## config.mk

```make
export PLATFORM = sky130hd
export DESIGN_NAME = i2c_target_engine
export DESIGN_NICKNAME = d
export VERILOG_FILES = /design/src/rtl/i2c_target_engine.sv
export SDC_FILE = /design/constraint.sdc
export NUM_CORES = 1
export LEC_CHECK = 0
export ABC_AREA = 1
export CORE_ASPECT_RATIO = 1.75
export CORE_MARGIN = 2
export CORE_UTILIZATION = 40
export DETAILED_ROUTE_END_ITERATION = 6
export DONT_BUFFER_PORTS = 1
export PLACE_DENSITY = 0.63
export SKIP_CTS_REPAIR_TIMING = 1
export SLEW_MARGIN = 0
export SYNTH_ARGS = -nofsm -noshare
export SYNTH_HDL_FRONTEND = slang
export SYNTH_SLANG_ARGS = --single-unit
```

## constraint.sdc

```tcl
create_clock -name i_sys_clk -period 2.9 [get_ports i_sys_clk]
set_input_delay 0.87 -clock i_sys_clk [delete_from_list [all_inputs] [get_ports i_sys_clk]]
set_output_delay 0.87 -clock i_sys_clk [all_outputs]
set_load 0.02 [all_outputs]
```

## src/rtl/i2c_target_engine.sv

```systemverilog
// I2C target (slave) protocol engine: 7-bit addressing, byte receive with
// programmable ACK, byte transmit from a ready/valid source; never stretches SCL.
module i2c_target_engine #(
    parameter int unsigned SYNC_STAGES = 2
) (
    input  logic       i_sys_clk,
    input  logic       i_rst_n,
    input  logic       i_enable,
    input  logic [6:0] i_own_addr,
    input  logic       i_scl,
    input  logic       i_sda,
    output logic       o_sda_oe,
    input  logic [7:0] i_tx_data,
    input  logic       i_tx_valid,
    output logic       o_tx_ready,
    input  logic       i_rx_ack_en,
    output logic [7:0] o_rx_data,
    output logic       o_rx_valid,
    output logic       o_addr_match,
    output logic       o_rw,
    output logic       o_busy,
    output logic       o_stop_det
);

    typedef enum logic [2:0] {
        IDLE,
        ADDR,
        ADDR_ACK,
        RX_BYTE,
        RX_ACK,
        TX_BYTE,
        TX_ACK,
        WAIT_STOP
    } state_t;

    state_t state, state_next;

    logic [SYNC_STAGES-1:0] scl_sync, sda_sync;
    logic scl_hist, sda_hist, scl_s, sda_s;
    logic scl_rise, scl_fall, start_det, stop_det;

    logic [3:0] bit_cnt, bit_cnt_n;
    logic [7:0] shift, shift_n;
    logic [7:0] rx_data, rx_data_n;
    logic [7:0] tx_byte;
    logic       sda_oe, sda_oe_n;
    logic       rx_valid, rx_valid_n;
    logic       tx_ready, tx_ready_n;
    logic       addr_match, addr_match_n;
    logic       rw, rw_n;
    logic       busy, busy_n;
    logic       stop_pulse, stop_pulse_n;
    logic       addr_hit, load_tx;

    // Synchronizers reset high so a bus parked idle never looks like START/STOP.
    always_ff @(posedge i_sys_clk) begin
        if (!i_rst_n) begin
            scl_sync <= '1;
            sda_sync <= '1;
            scl_hist <= 1'b1;
            sda_hist <= 1'b1;
        end else begin
            scl_sync <= {scl_sync[SYNC_STAGES-2:0], i_scl};
            sda_sync <= {sda_sync[SYNC_STAGES-2:0], i_sda};
            scl_hist <= scl_sync[SYNC_STAGES-1];
            sda_hist <= sda_sync[SYNC_STAGES-1];
        end
    end

    assign scl_s     = scl_sync[SYNC_STAGES-1];
    assign sda_s     = sda_sync[SYNC_STAGES-1];
    assign scl_rise  = scl_s & ~scl_hist;
    assign scl_fall  = ~scl_s & scl_hist;
    assign start_det = scl_s & sda_hist & ~sda_s;
    assign stop_det  = scl_s & ~sda_hist & sda_s;

    // At the 8th rising edge shift[6:0] already holds address bits [7:1].
    assign addr_hit = (shift[6:0] == i_own_addr);
    assign tx_byte  = i_tx_valid ? i_tx_data : 8'hFF;

    always_ff @(posedge i_sys_clk) begin
        if (!i_rst_n) begin
            state <= IDLE;
        end else begin
            state <= state_next;
        end
    end

    // In the ACK states bit_cnt is a phase flag: 0 before the driving SCL fall, 1 after it.
    always_comb begin
        state_next = state;
        if (stop_det) begin
            state_next = IDLE;
        end else if (start_det && i_enable) begin
            state_next = ADDR;
        end else if (!i_enable) begin
            state_next = IDLE;
        end else begin
            unique case (state)
                IDLE:      state_next = IDLE;
                ADDR:      if (scl_rise && bit_cnt == 4'd7)
                               state_next = addr_hit ? ADDR_ACK : WAIT_STOP;
                ADDR_ACK:  if (scl_fall && bit_cnt == 4'd1)
                               state_next = rw ? TX_BYTE : RX_BYTE;
                RX_BYTE:   if (scl_rise && bit_cnt == 4'd7) state_next = RX_ACK;
                RX_ACK:    if (scl_fall && bit_cnt == 4'd1) state_next = RX_BYTE;
                TX_BYTE:   if (scl_fall && bit_cnt == 4'd8) state_next = TX_ACK;
                TX_ACK: begin
                    if (scl_rise && sda_s)                  state_next = WAIT_STOP;
                    else if (scl_fall && bit_cnt == 4'd1)   state_next = TX_BYTE;
                end
                WAIT_STOP: state_next = WAIT_STOP;
                default:   state_next = IDLE;
            endcase
        end
    end

    always_comb begin
        bit_cnt_n    = bit_cnt;
        shift_n      = shift;
        sda_oe_n     = sda_oe;
        rx_data_n    = rx_data;
        rw_n         = rw;
        busy_n       = busy;
        rx_valid_n   = 1'b0;
        tx_ready_n   = 1'b0;
        addr_match_n = 1'b0;
        stop_pulse_n = 1'b0;
        load_tx      = 1'b0;

        if (stop_det)       busy_n = 1'b0;
        else if (start_det) busy_n = 1'b1;

        if (stop_det) begin
            sda_oe_n     = 1'b0;
            stop_pulse_n = 1'b1;
            bit_cnt_n    = '0;
        end else if (start_det && i_enable) begin
            bit_cnt_n = '0;
        end else if (!i_enable) begin
            sda_oe_n = 1'b0;
        end else begin
            unique case (state)
                ADDR: begin
                    if (scl_fall) sda_oe_n = 1'b0;
                    if (scl_rise) begin
                        shift_n = {shift[6:0], sda_s};
                        if (bit_cnt == 4'd7) begin
                            bit_cnt_n = '0;
                            if (addr_hit) begin
                                addr_match_n = 1'b1;
                                rw_n         = sda_s;
                            end
                        end else begin
                            bit_cnt_n = bit_cnt + 4'd1;
                        end
                    end
                end
                ADDR_ACK: begin
                    if (scl_fall) begin
                        if (bit_cnt == 4'd0) begin
                            sda_oe_n  = 1'b1;
                            bit_cnt_n = 4'd1;
                        end else begin
                            bit_cnt_n = '0;
                            sda_oe_n  = 1'b0;
                            load_tx   = rw;
                        end
                    end
                end
                RX_BYTE: begin
                    if (scl_rise) begin
                        shift_n = {shift[6:0], sda_s};
                        if (bit_cnt == 4'd7) begin
                            rx_data_n  = {shift[6:0], sda_s};
                            rx_valid_n = 1'b1;
                            bit_cnt_n  = '0;
                        end else begin
                            bit_cnt_n = bit_cnt + 4'd1;
                        end
                    end
                end
                RX_ACK: begin
                    if (scl_fall) begin
                        if (bit_cnt == 4'd0) begin
                            sda_oe_n  = i_rx_ack_en;
                            bit_cnt_n = 4'd1;
                        end else begin
                            sda_oe_n  = 1'b0;
                            bit_cnt_n = '0;
                        end
                    end
                end
                TX_BYTE: begin
                    if (scl_rise) begin
                        bit_cnt_n = bit_cnt + 4'd1;
                    end else if (scl_fall) begin
                        if (bit_cnt == 4'd8) begin
                            sda_oe_n  = 1'b0;
                            bit_cnt_n = '0;
                        end else begin
                            shift_n  = {shift[6:0], 1'b1};
                            sda_oe_n = ~shift[6];
                        end
                    end
                end
                TX_ACK: begin
                    if (scl_rise && !sda_s) begin
                        bit_cnt_n = 4'd1;
                    end else if (scl_fall && bit_cnt == 4'd1) begin
                        bit_cnt_n = '0;
                        load_tx   = 1'b1;
                    end
                end
                IDLE, WAIT_STOP: sda_oe_n = 1'b0;
                default:         sda_oe_n = 1'b0;
            endcase
        end

        if (load_tx) begin
            shift_n    = tx_byte;
            sda_oe_n   = ~tx_byte[7];
            tx_ready_n = i_tx_valid;
        end
    end

    always_ff @(posedge i_sys_clk) begin
        if (!i_rst_n) begin
            bit_cnt    <= '0;
            shift      <= '0;
            sda_oe     <= 1'b0;
            rx_data    <= '0;
            rx_valid   <= 1'b0;
            tx_ready   <= 1'b0;
            addr_match <= 1'b0;
            rw         <= 1'b0;
            busy       <= 1'b0;
            stop_pulse <= 1'b0;
        end else begin
            bit_cnt    <= bit_cnt_n;
            shift      <= shift_n;
            sda_oe     <= sda_oe_n;
            rx_data    <= rx_data_n;
            rx_valid   <= rx_valid_n;
            tx_ready   <= tx_ready_n;
            addr_match <= addr_match_n;
            rw         <= rw_n;
            busy       <= busy_n;
            stop_pulse <= stop_pulse_n;
        end
    end

    assign o_sda_oe     = sda_oe;
    assign o_tx_ready   = tx_ready;
    assign o_rx_data    = rx_data;
    assign o_rx_valid   = rx_valid;
    assign o_addr_match = addr_match;
    assign o_rw         = rw;
    assign o_busy       = busy;
    assign o_stop_det   = stop_pulse;

endmodule
```

-- Word level (Yosys, flattened, before mapping)
Index checks and enable logic that the tools add are counted.
- add/subtract/negate cells: 1
- equal/unequal tests: 41
- multiplexer cells: 56
- bitwise gates (word level): 20
- reduce and logical (&&, ||, !) cells: 28
- operators with widths (kind ; number):
    two-way mux 7 bit ; 8
    two-way mux 4 bit ; 8
    != test 5 bit (second input constant) ; 6
    two-way mux 3 bit ; 9
    two-way mux 1 bit ; 25
    != test 3 bit (second input constant) ; 8
    one-hot mux 3 bit (8 select lines) ; 1
    AND reduction 7 bit ; 3
    != test 4 bit (second input constant) ; 5
    AND reduction 6 bit ; 3
    one-hot mux 4 bit (4 select lines) ; 1
    NOT 1 bit ; 14
    one-hot mux 7 bit (2 select lines) ; 1
    == test 3 bit (second input constant) ; 4
    != test 2 bit (second input constant) ; 6
    two-way mux 8 bit ; 1
    != test 8 x 1 -> 1 bit (second input constant) ; 1
    AND reduction 8 bit ; 1
    OR reduction 2 bit ; 4
    == test 7 bit ; 1
    OR reduction 7 bit ; 1
    bitwise AND 1 bit ; 6
    == test 3 x 2 -> 1 bit (second input constant) ; 2
    logical AND 1 bit ; 6
    19 further kinds ; 21
- flip-flop bits (word level): 35
- bits of input ports: 22
- output and inout port bits: 15
- logic and storage cells: 162

-- Logic depth before layout (Yosys ltp)
Gate-level depths: netlist of the first run.
- word-level depth: 11
- mapped depth: 13
- depth with buffers taken out: 12

-- Worst setup path before layout of the first run
OpenSTA, ideal clock, no wires.
- kind: input to register
- start point: input i_enable
- end point: register rx_data[6] (netlist: o_rx_data[6])
- library setup time: 0.066 ns
- data arrival time: 1.818 ns
- data required time: 2.834 ns
- slack: 1.016 ns
- stages on the path: 8
- path buffers: 2
- cells stage by stage: buf_2 nand2_1 inv_2 nand2_1 nor3_4 buf_6 o21ai_2 a21oi_2
- cells in the longest elaborated chain, start to end: 3
- ends and longest elaborated chain (element ; RTL line ; source):
    start, declared ; 8 ; input logic i_enable,
    logical AND 1 bit ; 138 ; end else if (start_det && i_enable) begin
    NOT 1 bit (no line) ; -- ;
    AND reduction 6 bit (no line) (*) ; -- ;
    end signal, assigned ; 243 ; rx_data <= rx_data_n;
    end, declared ; 44 ; logic [7:0] rx_data, rx_data_n;
Every way passes the cells marked *; elsewhere a longest branch is shown, timed or not.
A chain may end at the register's enable or synchronous reset.

-- Worst setup path after layout of the first run
- start point: register sda_sync[1]
- end point: register rx_data[4] (netlist: o_rx_data[4])
- cells in the longest elaborated chain, start to end: 5
- elaborated cells on any way between the ends: 7
- classes of those cells: bitwise (5); reduce/logical (2)
- ends and longest elaborated chain (element ; RTL line ; source):
    start, declared ; 38 ; logic [SYNC_STAGES-1:0] scl_sync, sda_sync;
    start signal, assigned ; 64 ; sda_sync <= {sda_sync[SYNC_STAGES-2:0], i_sda};
    NOT 1 bit ; 74 ; assign start_det = scl_s & sda_hist & ~sda_s;
    bitwise AND 1 bit ; 74 ;
    logical AND 1 bit ; 138 ;
    NOT 1 bit (no line) ; -- ;
    AND reduction 6 bit (no line) (*) ; -- ;
Marked as above.

==> results of run 1 <==
cell usage after synthesis:
cell type / number
nand4_1: 14
o21ai_0: 4
buf_1: 1
nor4_1: 1
inv_2: 11
ha_1: 5
nand3_2: 5
inv_1: 33
nor3_1: 3
clkinv_1: 7
nand4_2: 1
nor2_1: 35
dfxtp_1: 35
nand3_1: 26
buf_6: 2
nand3_4: 1
nor2_4: 1
nand2_1: 97
o21ai_1: 13
nand3b_1: 1
buf_2: 3
nor2_2: 5
a21boi_1: 1
o21ai_2: 2
or2_2: 11
nand2_2: 2
xor2_1: 1
nor3_4: 1
buf_4: 3
nand2_4: 1
a21oi_1: 16
a21oi_2: 3
xnor2_1: 1
layer usage:
layer,track usage [%],vias to the layer above
met5,0,-
met4,14.36,0
met3,4.266,20
met2,37.46,35
met1,18.33,905
li1,-,1088
cells by family (layout without fill, tap and decap cells):
kind of cell | Yosys count | count (layout) | share of synthesized area (%)
buffers and inverters | 60 | 58 | 11.47
AO/OA/AOI/OAI | 39 | 39 | 9.725
XOR/XNOR | 2 | 2 | 0.7871
AND/OR/NAND/NOR | 205 | 205 | 43.73
adder cells (fa/ha/maj) | 5 | 5 | 2.811
flip-flops | 35 | 35 | 31.48
flip-flops by register name, summed over array words and instances, names as in the netlist, 2 cells and up:
register   flops
bit_cnt        4
o_rx_data      8
scl_sync       2
sda_sync       2
shift          7
state          3
final timing paths:
path	start	end
min	scl_sync[0]	scl_sync[1]
max reg2reg	sda_sync[1]	o_rx_data[4]
min reg2reg	scl_sync[0]	scl_sync[1]
max	sda_sync[1]	o_rx_data[4]
layout make-up:
class                   count  area [sq um]  share of cell area, %
clock inverters             2         13.76                 0.5882
multi-input cells         251          1270                  54.28
flip-flops and latches     35         700.7                  29.95
well taps                  76         95.09                  4.064
inverters                  51         191.4                  8.182
clock buffers               5         68.82                  2.941
critical path, cell delays in order (launching register included):
cell,delay (ps)
dfxtp_1,350
inv_2,110
nor2_1,50
nand2_1,360
nand2_1,190
nor3_4,540
o21ai_1,110
a21oi_1,130
stage by stage:
stage / util [%] / instances
2_1_floorplan: - / 346
5_1_grt: 42.93 / 420
3_5_place_dp: 41.41 / 413
4_1_cts: 42.93 / 420
6_report: 42.93 / 420
3_3_place_gp: 41.41 / 413
where the power goes:
group          total, uW  leakage, uW  internal [uW]  switching, uW
sequential           510     0.000284            494           15.3
clock                352    0.0000440            164            188
combinational        145     0.000772           50.2           95.3
==> results.json, run 1 <==
{
  "status": "complete, no violations",
  "diodes": 0,
  "nNetsFinal": 371,
  "grt_max_degree": 20,
  "firstDrtPassIters": 4,
  "fin_crit_sh_pct": 65.91,
  "yosysTopAreaCell": "dfxtp_1",
  "syn_nets": 373,
  "num-fill-cells": 593,
  "syn2layout_area_growth_pct": 5.115,
  "clockBufferDepth": 2,
  "drive_above_1_share_pct": 14.83,
  "io_pins": 37,
  "synth_area_sq_mm": 0.002226,
  "yosysWarnings": 0,
  "clk_latency_ps": 300,
  "endpoint_kind": "flop",
  "cts_buffers": 5,
  "post_drt_wl_per_cell_microns": 13.35,
  "synth-seq-cells": 35,
  "clkTransAtPathRegs_ps": 70,
  "worst_slack_ps": 988.5,
  "p_per_area_mw_per_mm2": 430.5,
  "finalCriticalPeriod_ps": 1911,
  "fmaxAchievable_ghz": 0.5232,
  "core-area_sq_mm": 0.005450,
  "final_cell_mix": "nand2_1, nor2_1, dfxtp_1",
  "grt_use_total_pct": 20.16,
  "rrSetupSlack_ps": 990,
  "p_leak_uw": 0.001100,
  "drt_first_iter_violations": 46,
  "clock_skew_ps": 7.879,
  "wl_met2_microns": 3108,
  "place_hpwl_microns": 4518,
  "ir_drop_mv": 0.2523,
  "initial_core_util_pct": 40.84,
  "dpl_worst_slack_ps": 782.9,
  "dpl_cell_area_sq_mm": 0.002257,
  "post-route-drc-count": 0,
  "die_area_sq_mm": 0.006201,
  "yosysUniqueCellTypes": 33,
  "synth_cells": 346,
  "slew_viol_final": 0,
  "cts.sinks": 35,
  "slew_headroom_pct": 56.08,
  "vias": 2048,
  "fin_area_sq_mm": 0.002340,
  "routabilityCongestion": 0.9281,
  "crit_path_start_kind": "flop",
  "clockRootBuffer": "clkbuf_8",
  "arrival_ps": 2150,
  "antenna_found_initial": 0,
  "postRouteAntennaNets": 0,
  "top_layer_used": "met4",
  "wl_met3_microns": 178,
  "rows": 36,
  "layout.cells.most_common": "nand2_1",
  "wirelength_microns": 5608,
  "die_w_microns": 60.39,
  "cts_tree": "done",
  "wl_met1_microns": 1995,
  "cp.required_ps": 3140,
  "grt_pass1_vias": 1969,
  "cp_max_fo": 16,
  "grt-ovfl-total": 0,
  "crit_type": "reg2reg",
  "hold_viol": 0,
  "hold_ws_ps": 415.2,
  "dieHeight_microns": 102.7,
  "min_path_type": "reg2reg",
  "grt_pass1_wl_microns": 9025,
  "ff2ff_path_depth": 7,
  "finalSetupViolations": 0,
  "rsz0062_at_grt": "no",
  "synth-seq-area-share_pct": 31.48,
  "drv_cap": 0,
  "fin_tns_setup_ps": 0,
  "yosys-top-cells-area": "dfxtp_1, nand2_1, nor2_1",
  "holdPathStages": 1,
  "synth_top_area_share_pct": 31.48,
  "vias_per_cell": 4.876,
  "ctsHtreeMaxLevel": 2,
  "tightest_slew_ps": 656.7,
  "syn_area_per_cell_sq_um": 6.433,
  "port_buffers": 0,
  "total_power_uw": 1007
}
No activity file was read; power rests on OpenSTA's default activity.
==> run 2: changes to the inputs <==
- clock period: 2.9 -> 1.8 ns (I/O delays scaled with it)
==> run 2 against run 1 <==
Clock skew about the same. Non-clock buffer count rose by 8. Design area up 5.6%. Largest power group unchanged. Highest routed layer unchanged.
==> results.json, run 2 (synthesized netlist as in run 1, its figures left out) <==
{
  "wl_met1_microns": 2032,
  "ir_drop_mv": 0.5439,
  "grt_max_degree": 20,
  "clkTransAtPathRegs_ps": 80,
  "switching_power_uw": 497.9,
  "wirelength_microns": 5959,
  "core-area_sq_mm": 0.005450,
  "postRouteAntennaNets": 0,
  "worstPathCellList": "inv_1, ha_2, inv_2, nor2_1, nor2_2, nand3_2, nand2_4, nand4_1, nand2_1, clkinv_1, nor2_1",
  "diodes": 0,
  "fin_crit_sh_pct": 90.50,
  "slowest_delay_ps": 350,
  "p_leak_uw": 0.001148,
  "nNetsFinal": 381,
  "vias": 2147,
  "routabilityCongestion": 0.9810,
  "final_core_util_pct": 45.32,
  "fmaxAchievable_ghz": 0.6138,
  "cp.required_ps": 2050,
  "endpoint_kind": "flop",
  "ctsHtreeMaxLevel": 2,
  "ff2ff_path_depth": 11,
  "switching_share_pct": 30.18,
  "clockBufferDepth": 2,
  "cts_buffers": 5,
  "syn2layout_area_growth_pct": 10.96,
  "hp-start": "i_rst_n",
  "rsz0062_at_grt": "no",
  "hold_ws_ps": 303.1,
  "r2r_start": "scl_hist",
  "cts.sinks": 35,
  "holdPathEnd": "scl_hist",
  "dieHeight_microns": 102.7,
  "top_layer_used": "met4",
  "die_area_sq_mm": 0.006201,
  "clockPowerShare_pct": 35.1,
  "p_comb_share_pct": 15.0,
  "slew_headroom_pct": 81.50,
  "r2r-end": "shift[4]",
  "die_w_microns": 60.39,
  "finalCriticalPeriod_ps": 1629,
  "grt_pass1_vias": 1991,
  "final_cell_mix": "nand2_1, nor2_1, inv_1",
  "initial_core_util_pct": 40.84,
  "crit_type": "reg2reg",
  "post_drt_wl_per_cell_microns": 13.86,
  "hold_viol": 0,
  "place_hpwl_microns": 4714,
  "status": "complete, no violations",
  "grt-ovfl-total": 0,
  "clk_latency_ps": 310,
  "internal-power_uw": 1152,
  "wl_met2_microns": 3379,
  "crit_path_start_kind": "flop",
  "drt_first_iter_violations": 45,
  "largest_register_ffs": 8,
  "rows": 36,
  "seq_power_share_pct": 49.9,
  "antenna_found_initial": 0,
  "wl_met3_microns": 196,
  "layout.cells.most_common": "nand2_1",
  "crit_top_cell": "nor2_1",
  "tightest_slew_ps": 275.0,
  "slew_viol_final": 0,
  "drive_above_1_share_pct": 20.34,
  "vias_per_cell": 4.993,
  "critPathBufInv": 3,
  "cts_tree": "done",
  "firstDrtPassIters": 4,
  "fin_tns_setup_ps": 0,
  "min_path_type": "in2reg",
  "grt_use_total_pct": 21.01,
  "finalSetupViolations": 0,
  "crit_family": "simple AND/OR/NAND/NOR gates",
  "drv_cap": 0,
  "cp_max_fo": 5,
  "post-route-drc-count": 0,
  "clock_skew_ps": 7.887,
  "num-fill-cells": 602,
  "rrSetupSlack_ps": 170,
  "arrival_ps": 1880,
  "io_pins": 37,
  "grt_pass1_wl_microns": 9321,
  "holdPathStages": 1,
  "port_buffers": 0,
  "p_per_area_mw_per_mm2": 668.0,
  "clockRootBuffer": "clkbuf_8",
  "slowest_stage": "dfxtp_2"
}
[run 2: through the flow]
stage          setup slack, ps  std cells  power (uW)  area, sq um
2_1_floorplan            227.8        346        1034         2226
3_3_place_gp             14.13        421        1079         2330
3_5_place_dp             35.21        421        1081         2330
4_1_cts                  17.86        428        1655         2412
5_1_grt                  5.741        430        1735         2470
6_report                 170.9        430        1650         2470
[run 2: worst max-delay path by stage]
| stage | cells after the start | endpoint | slack [ps] | from |
|---|---|---|---|---|
| 2_1_floorplan | 12 | shift[1] | 230 | scl_sync[1] |
| 3_3_place_gp | 11 | shift[0] | 10 | scl_sync[1] |
| 3_5_place_dp | 11 | shift[3] | 40 | scl_sync[1] |
| 4_1_cts | 10 | bit_cnt[1] | 20 | scl_sync[1] |
| 5_1_grt | 9 | shift[1] | 6 | bit_cnt[1] |
| 6_report | 11 | shift[4] | 170 | scl_hist |
[run 2: routing by layer]
metal,global-route usage (%),vias up
met2,39.72,51
met1,18.78,951
met5,0,-
met3,4.015,24
met4,14.87,0
li1,-,1121
[run 2: area by class of cell]
class	count	area [sq um]	share of cell area, %
tap	76	95.09	3.850
timing repair buffer	8	72.57	2.938
multi-input combinational	253	1321	53.50
clock inverter	2	13.76	0.5572
sequential	35	706.9	28.62
clock buffer	5	68.82	2.786
inverter	51	191.4	7.751
[run 2: power groups by stage]
stage / Sequential [uW] / Clock, uW / Combinational, uW
after floorplan: 831 / 0 / 204
after global placement: 840 / 0 / 239
after detailed placement: 840 / 0 / 241
after CTS: 822 / 591 / 242
after global routing: 827 / 624 / 284
final: 823 / 579 / 247
